**src/rtl/irq_request_latch.sv**
```systemverilog
// Interrupt request front-end: synchronises request lines, latches rising edges
// as sticky pending bits, and presents the encoder's choice on a valid/ack handshake.
module irq_request_latch (
    input  logic       clk,
    input  logic       rst_n,
    input  logic [3:0] req_in,
    input  logic [3:0] mask,
    output logic [3:0] pend_out,
    input  logic [1:0] enc_idx,
    output logic       irq_valid,
    output logic [1:0] irq_idx,
    input  logic       irq_ack,
    output logic [3:0] overrun,
    input  logic       ovr_clr
);

    localparam int unsigned N_CH  = 4;
    localparam int unsigned IDX_W = 2;

    typedef enum logic {
        IDLE    = 1'b0,
        PRESENT = 1'b1
    } state_t;

    state_t            state;
    state_t            state_nxt;
    logic [N_CH-1:0]   sync1;
    logic [N_CH-1:0]   sync2;
    logic [N_CH-1:0]   prev;
    logic [N_CH-1:0]   pend;
    logic [N_CH-1:0]   pend_nxt;
    logic [N_CH-1:0]   overrun_nxt;
    logic [N_CH-1:0]   rise;
    logic [N_CH-1:0]   clr;
    logic              irq_valid_nxt;
    logic [IDX_W-1:0]  irq_idx_nxt;

    // Masked channels still accumulate; the mask only hides them from the encoder.
    assign pend_out = pend & ~mask;

    // Edge detect and pending/overrun update; a new edge wins over a same-cycle clear.
    always_comb begin
        rise        = sync2 & ~prev;
        clr         = (state == PRESENT && irq_ack) ? (N_CH'(1) << irq_idx) : '0;
        pend_nxt    = rise | (pend & ~clr);
        overrun_nxt = (rise & pend & ~clr) | (overrun & ~{N_CH{ovr_clr}});
    end

    // Presentation FSM: IDLE always spends one cycle before re-presenting.
    always_comb begin
        state_nxt     = state;
        irq_valid_nxt = irq_valid;
        irq_idx_nxt   = irq_idx;
        case (state)
            IDLE: begin
                irq_valid_nxt = 1'b0;
                if (pend_out != '0) begin
                    irq_idx_nxt   = enc_idx;
                    irq_valid_nxt = 1'b1;
                    state_nxt     = PRESENT;
                end
            end
            PRESENT: begin
                if (irq_ack) begin
                    irq_valid_nxt = 1'b0;
                    state_nxt     = IDLE;
                end
            end
            default: begin
                irq_valid_nxt = 1'b0;
                state_nxt     = IDLE;
            end
        endcase
    end

    always_ff @(posedge clk or negedge rst_n) begin
        if (!rst_n) begin
            sync1     <= '0;
            sync2     <= '0;
            prev      <= '0;
            pend      <= '0;
            overrun   <= '0;
            irq_valid <= 1'b0;
            irq_idx   <= '0;
            state     <= IDLE;
        end else begin
            sync1     <= req_in;
            sync2     <= sync1;
            prev      <= sync2;
            pend      <= pend_nxt;
            overrun   <= overrun_nxt;
            irq_valid <= irq_valid_nxt;
            irq_idx   <= irq_idx_nxt;
            state     <= state_nxt;
        end
    end

endmodule

```
**config.mk**
```make
export PLATFORM = sky130hd
export DESIGN_NAME = irq_request_latch
export DESIGN_NICKNAME = d
export VERILOG_FILES = /design/src/rtl/irq_request_latch.sv
export SDC_FILE = /design/constraint.sdc
export NUM_CORES = 1
export LEC_CHECK = 0
export ABC_CLOCK_PERIOD_IN_PS = 2600
export CAP_MARGIN = 10
export CORE_MARGIN = 2
export CORE_UTILIZATION = 28
export DETAILED_ROUTE_END_ITERATION = 12
export GPL_ROUTABILITY_DRIVEN = 1
export MAX_ROUTING_LAYER = met4
export SLEW_MARGIN = 20
export SYNTH_ARGS = -nofsm -noshare
export SYNTH_HDL_FRONTEND = slang
export SYNTH_SLANG_ARGS = --single-unit
```
**constraint.sdc**
```tcl
create_clock -name clk -period 2.6 [get_ports clk]
set_input_delay 0.39 -clock clk [delete_from_list [all_inputs] [get_ports clk]]
set_output_delay 0.39 -clock clk [all_outputs]
set_load 0.1 [all_outputs]
```
After elaboration in Yosys (flattened, before gate mapping)

Index checks and enable logic that the tools add are counted.

Logic and storage cells: 32
Register bits after elaboration: 24

Bitwise logic cells: 13
Shifts and indexed selects: 1
Reduce and logical (&&, ||, !) cells: 3
Equal/unequal tests: 1
Multiplexer cells: 6

Operators with widths:

| kind                                             | number |
|---|---|
| bitwise AND 4 bit                                | 6 |
| inverter 4 bit                                   | 4 |
| bitwise OR 4 bit                                 | 2 |
| two-way mux 4 bit                                | 1 |
| case mux 1 bit (2 select lines)                  | 2 |
| nonzero test 4 bit                               | 1 |
| << shifter 1 x 2 -> 4 bit (first input constant) | 1 |
| two-way mux 1 bit                                | 3 |
| != test 2 bit (second input constant)            | 1 |
| AND reduction 2 bit                              | 1 |
| logical AND 1 bit                                | 1 |
| inverter 1 bit                                   | 1 |

Longest topological paths before layout

Depth after elaboration: 5
Mapped depth: 3
Depth with buffers taken out: 3

Worst setup path before layout

Ideal clock, no wire load.

Path kind: input to output
Start point: in mask[1]
End point: out pend_out[1]
Arrival: 1.187 ns
Slack: 1.023 ns
Data required time: 2.210 ns
Stages: 2
Path buffers: 0
Path through: nand2b_1 inv_1

Word-level cells in the longest chain between the ends: 2

Ends and longest elaborated chain:

| item              | RTL line | source |
|---|---|---|
| from (decl)       | 7        | `input logic [3:0] mask,` |
| inverter 4 bit    | 39       | `assign pend_out = pend & ~mask;` |
| bitwise AND 4 bit | 39       |  |
| to (decl)         | 8        | `output logic [3:0] pend_out,` |

No other way between the ends.

Final worst setup path

Ends and elaborated chain as after synthesis.

==> impl_metrics.ini <==
[yosys]
syn_nets = 77
synth_edf_count = 0
syn_area_um2 = 868
synthArstFlopShare = 1.00
syn_inst = 63
synth_warnings = 0
synth_flop_cell = dfrtp_1
synth_area_per_cell_um2 = 13.8
synth_cell_types = 14
ys_ff_latch = 24
synth-seq-area-share = 0.692

[clock_network]
clkTransAtPathRegs_ns = 0.12
cts-buffers-inserted = 3
cts_sinks = 24
cts_resized = 0
clockBufferDepth = 2
post_cts_buffers = 0
htreeDepth = 1
root_buffer = clkbuf_4
postCtsHoldBufs = 0
clk_latency_ns = 0.30
cts_tree = done

[run_status]
status = completed

[power_and_ir_drop]
power_mw = 1.21
peakVddDrop_mv = 0.300
cellPowerDensity_nw_per_um2 = 1020
leakage_nw = 0.544

[critical_path]
regToRegSetupSlack_ns = 1.41
crit_buf_inv = 3
crit_required_ns = 2.21
setup.worst_path.start = mask[1]
rr_worst_depth = 3
crit_path_top_delay_cell = clkdlybuf4s50_1
cp.depth = 4
cp_top_family = buffers and inverters
max_stage_delay_ns = 0.45
end_kind = output port
cp-endpoint = pend_out[1]
cp.arrival_ns = 1.30
critPathMaxFanout = 3
timing.rr.start = pend[2]$_DFF_PN0_
startpoint_type = primary input
r2r-end = irq_idx[0]$_DFFE_PN0P_
cp_cell_sequence = clkdlybuf4s50_1, nand2b_1, inv_1, buf_12
crit_type = in2out

[die]
fp-row-count = 20
num_io_pins = 25
initial_utilization = 0.289
core-area_um2 = 3000
fp.dieH_um = 59.7
die_w_um = 59.7
dieArea_um2 = 3560

[final_layout]
fill_cells = 292
fin_nets = 107
drive_gt1_frac = 0.250
areaGrowthSynthToFinish_pct = 37.2
final_common_cell = dfrtp_1
final_cells = 125
antenna_cells = 0
final_core_util = 0.397
layout_common_cells = dfrtp_1, clkdlybuf4s50_1, buf_4

[routing]
drt_iter0_drc = 7
wire_per_inst_um = 11.5
wl_mm = 1.44
drt_first_pass_iters = 4
avgViaCountPerCell = 4.30
vias = 537
drc_errors = 0
postRouteAntennaNets = 0

[global_routing]
grt_max_degree = 25
grt_pass1_vias = 543
grt_pass1_wl_mm = 2.35
overflow = 0
grt_usage = 0.0947
antenna_found_initial = 0

[sta]
worst_slack_ns = 0.910
hold_viol_final = 0
post-route-min-period_ns = 1.69
slew_viol_final = 0
final.setup.tns_ns = 0
setup_viol = 0
skew_ns = 0.00179
rsz0062_at_grt = no
max_freq_mhz = 592
fin_crit_sh = 0.650
slew_headroom = 0.805
worst_pin_slew_ns = 0.292

[placement]
dp.final_hpwl_mm = 1.09
dp.cells = 121
portBuffers = 24
gp_congestion = 0.710
place_ws_ns = 0.902

[run]
max-cap-violations = 0

[hold_path]
holdCritPathClass = reg2reg
==> registers in the layout, indices dropped and copies added (netlist names) <==
name	count
irq_idx	2
irq_valid	1
overrun	4
pend	4
prev	4
state	1
sync1	4
sync2	4
==> cell type report <==
cell class              instances  area (µm²)  area share
flip-flops and latches         24         601       0.504
repair buffers                 25         245       0.206
multi-input cells              31         238       0.200
well taps                      33        41.3      0.0347
clock buffers                   4        36.3      0.0305
inverters                       8        30.0      0.0252
==> routing by layer <==
layer	routed length, µm	vias to the layer above	track usage
met2	675	17	0.141
li1	-	264	-
met3	66	4	0.0195
met1	670	252	0.122
met4	23	0	0.0476
met5	0	-	-
==> synthesized netlist by cell type (2+ instances only) <==
| library cell | n | area share |
|---|---|---|
| dfrtp_1 | 24 | 0.69 |
| nand2b_4 | 2 | 0.032 |
| mux2_4 | 2 | 0.035 |
| o21ai_0 | 3 | 0.017 |
| o22ai_1 | 4 | 0.029 |
| inv_1 | 8 | 0.035 |
| nand2_1 | 7 | 0.030 |
| nand2b_1 | 7 | 0.050 |
==> worst min path at each step <==
stage	depth (start not counted)	start	end
floorplan	0	rst_n	irq_idx[0]$_DFFE_PN0P_
global placement	0	sync1[3]$_DFF_PN0_	sync2[3]$_DFF_PN0_
detailed placement	0	sync1[1]$_DFF_PN0_	sync2[1]$_DFF_PN0_
CTS	0	sync1[2]$_DFF_PN0_	sync2[2]$_DFF_PN0_
global route	0	sync1[2]$_DFF_PN0_	sync2[2]$_DFF_PN0_
finish	0	sync1[2]$_DFF_PN0_	sync2[2]$_DFF_PN0_
==> power breakdown <==
part / switching [mW] / total [mW] / internal, mW
registers: 0.0536 / 0.486 / 0.432
logic: 0.393 / 0.541 / 0.148
clock network: 0.103 / 0.188 / 0.0854
total: 0.549 / 1.21 / 0.666
==> cells by family (layout without fill, tap and decap cells) <==
group | count (synthesis) | after routing | synth area share
AOI/OAI and AO/OA | 11 | 11 | 0.110
buffers and inverters | 8 | 37 | 0.0346
muxes | 2 | 2 | 0.0346
DFF | 24 | 24 | 0.692
and+or+nand+nor | 18 | 18 | 0.130
==> stage by stage <==
step	hold slack [ns]	area [µm²]
2_1_floorplan	0.0944	868
3_3_place_gp	0.333	1150
3_5_place_dp	0.337	1150
4_1_cts	0.367	1190
5_1_grt	0.372	1190
6_report	0.364	1190
(Power assumes the default switching activity.)
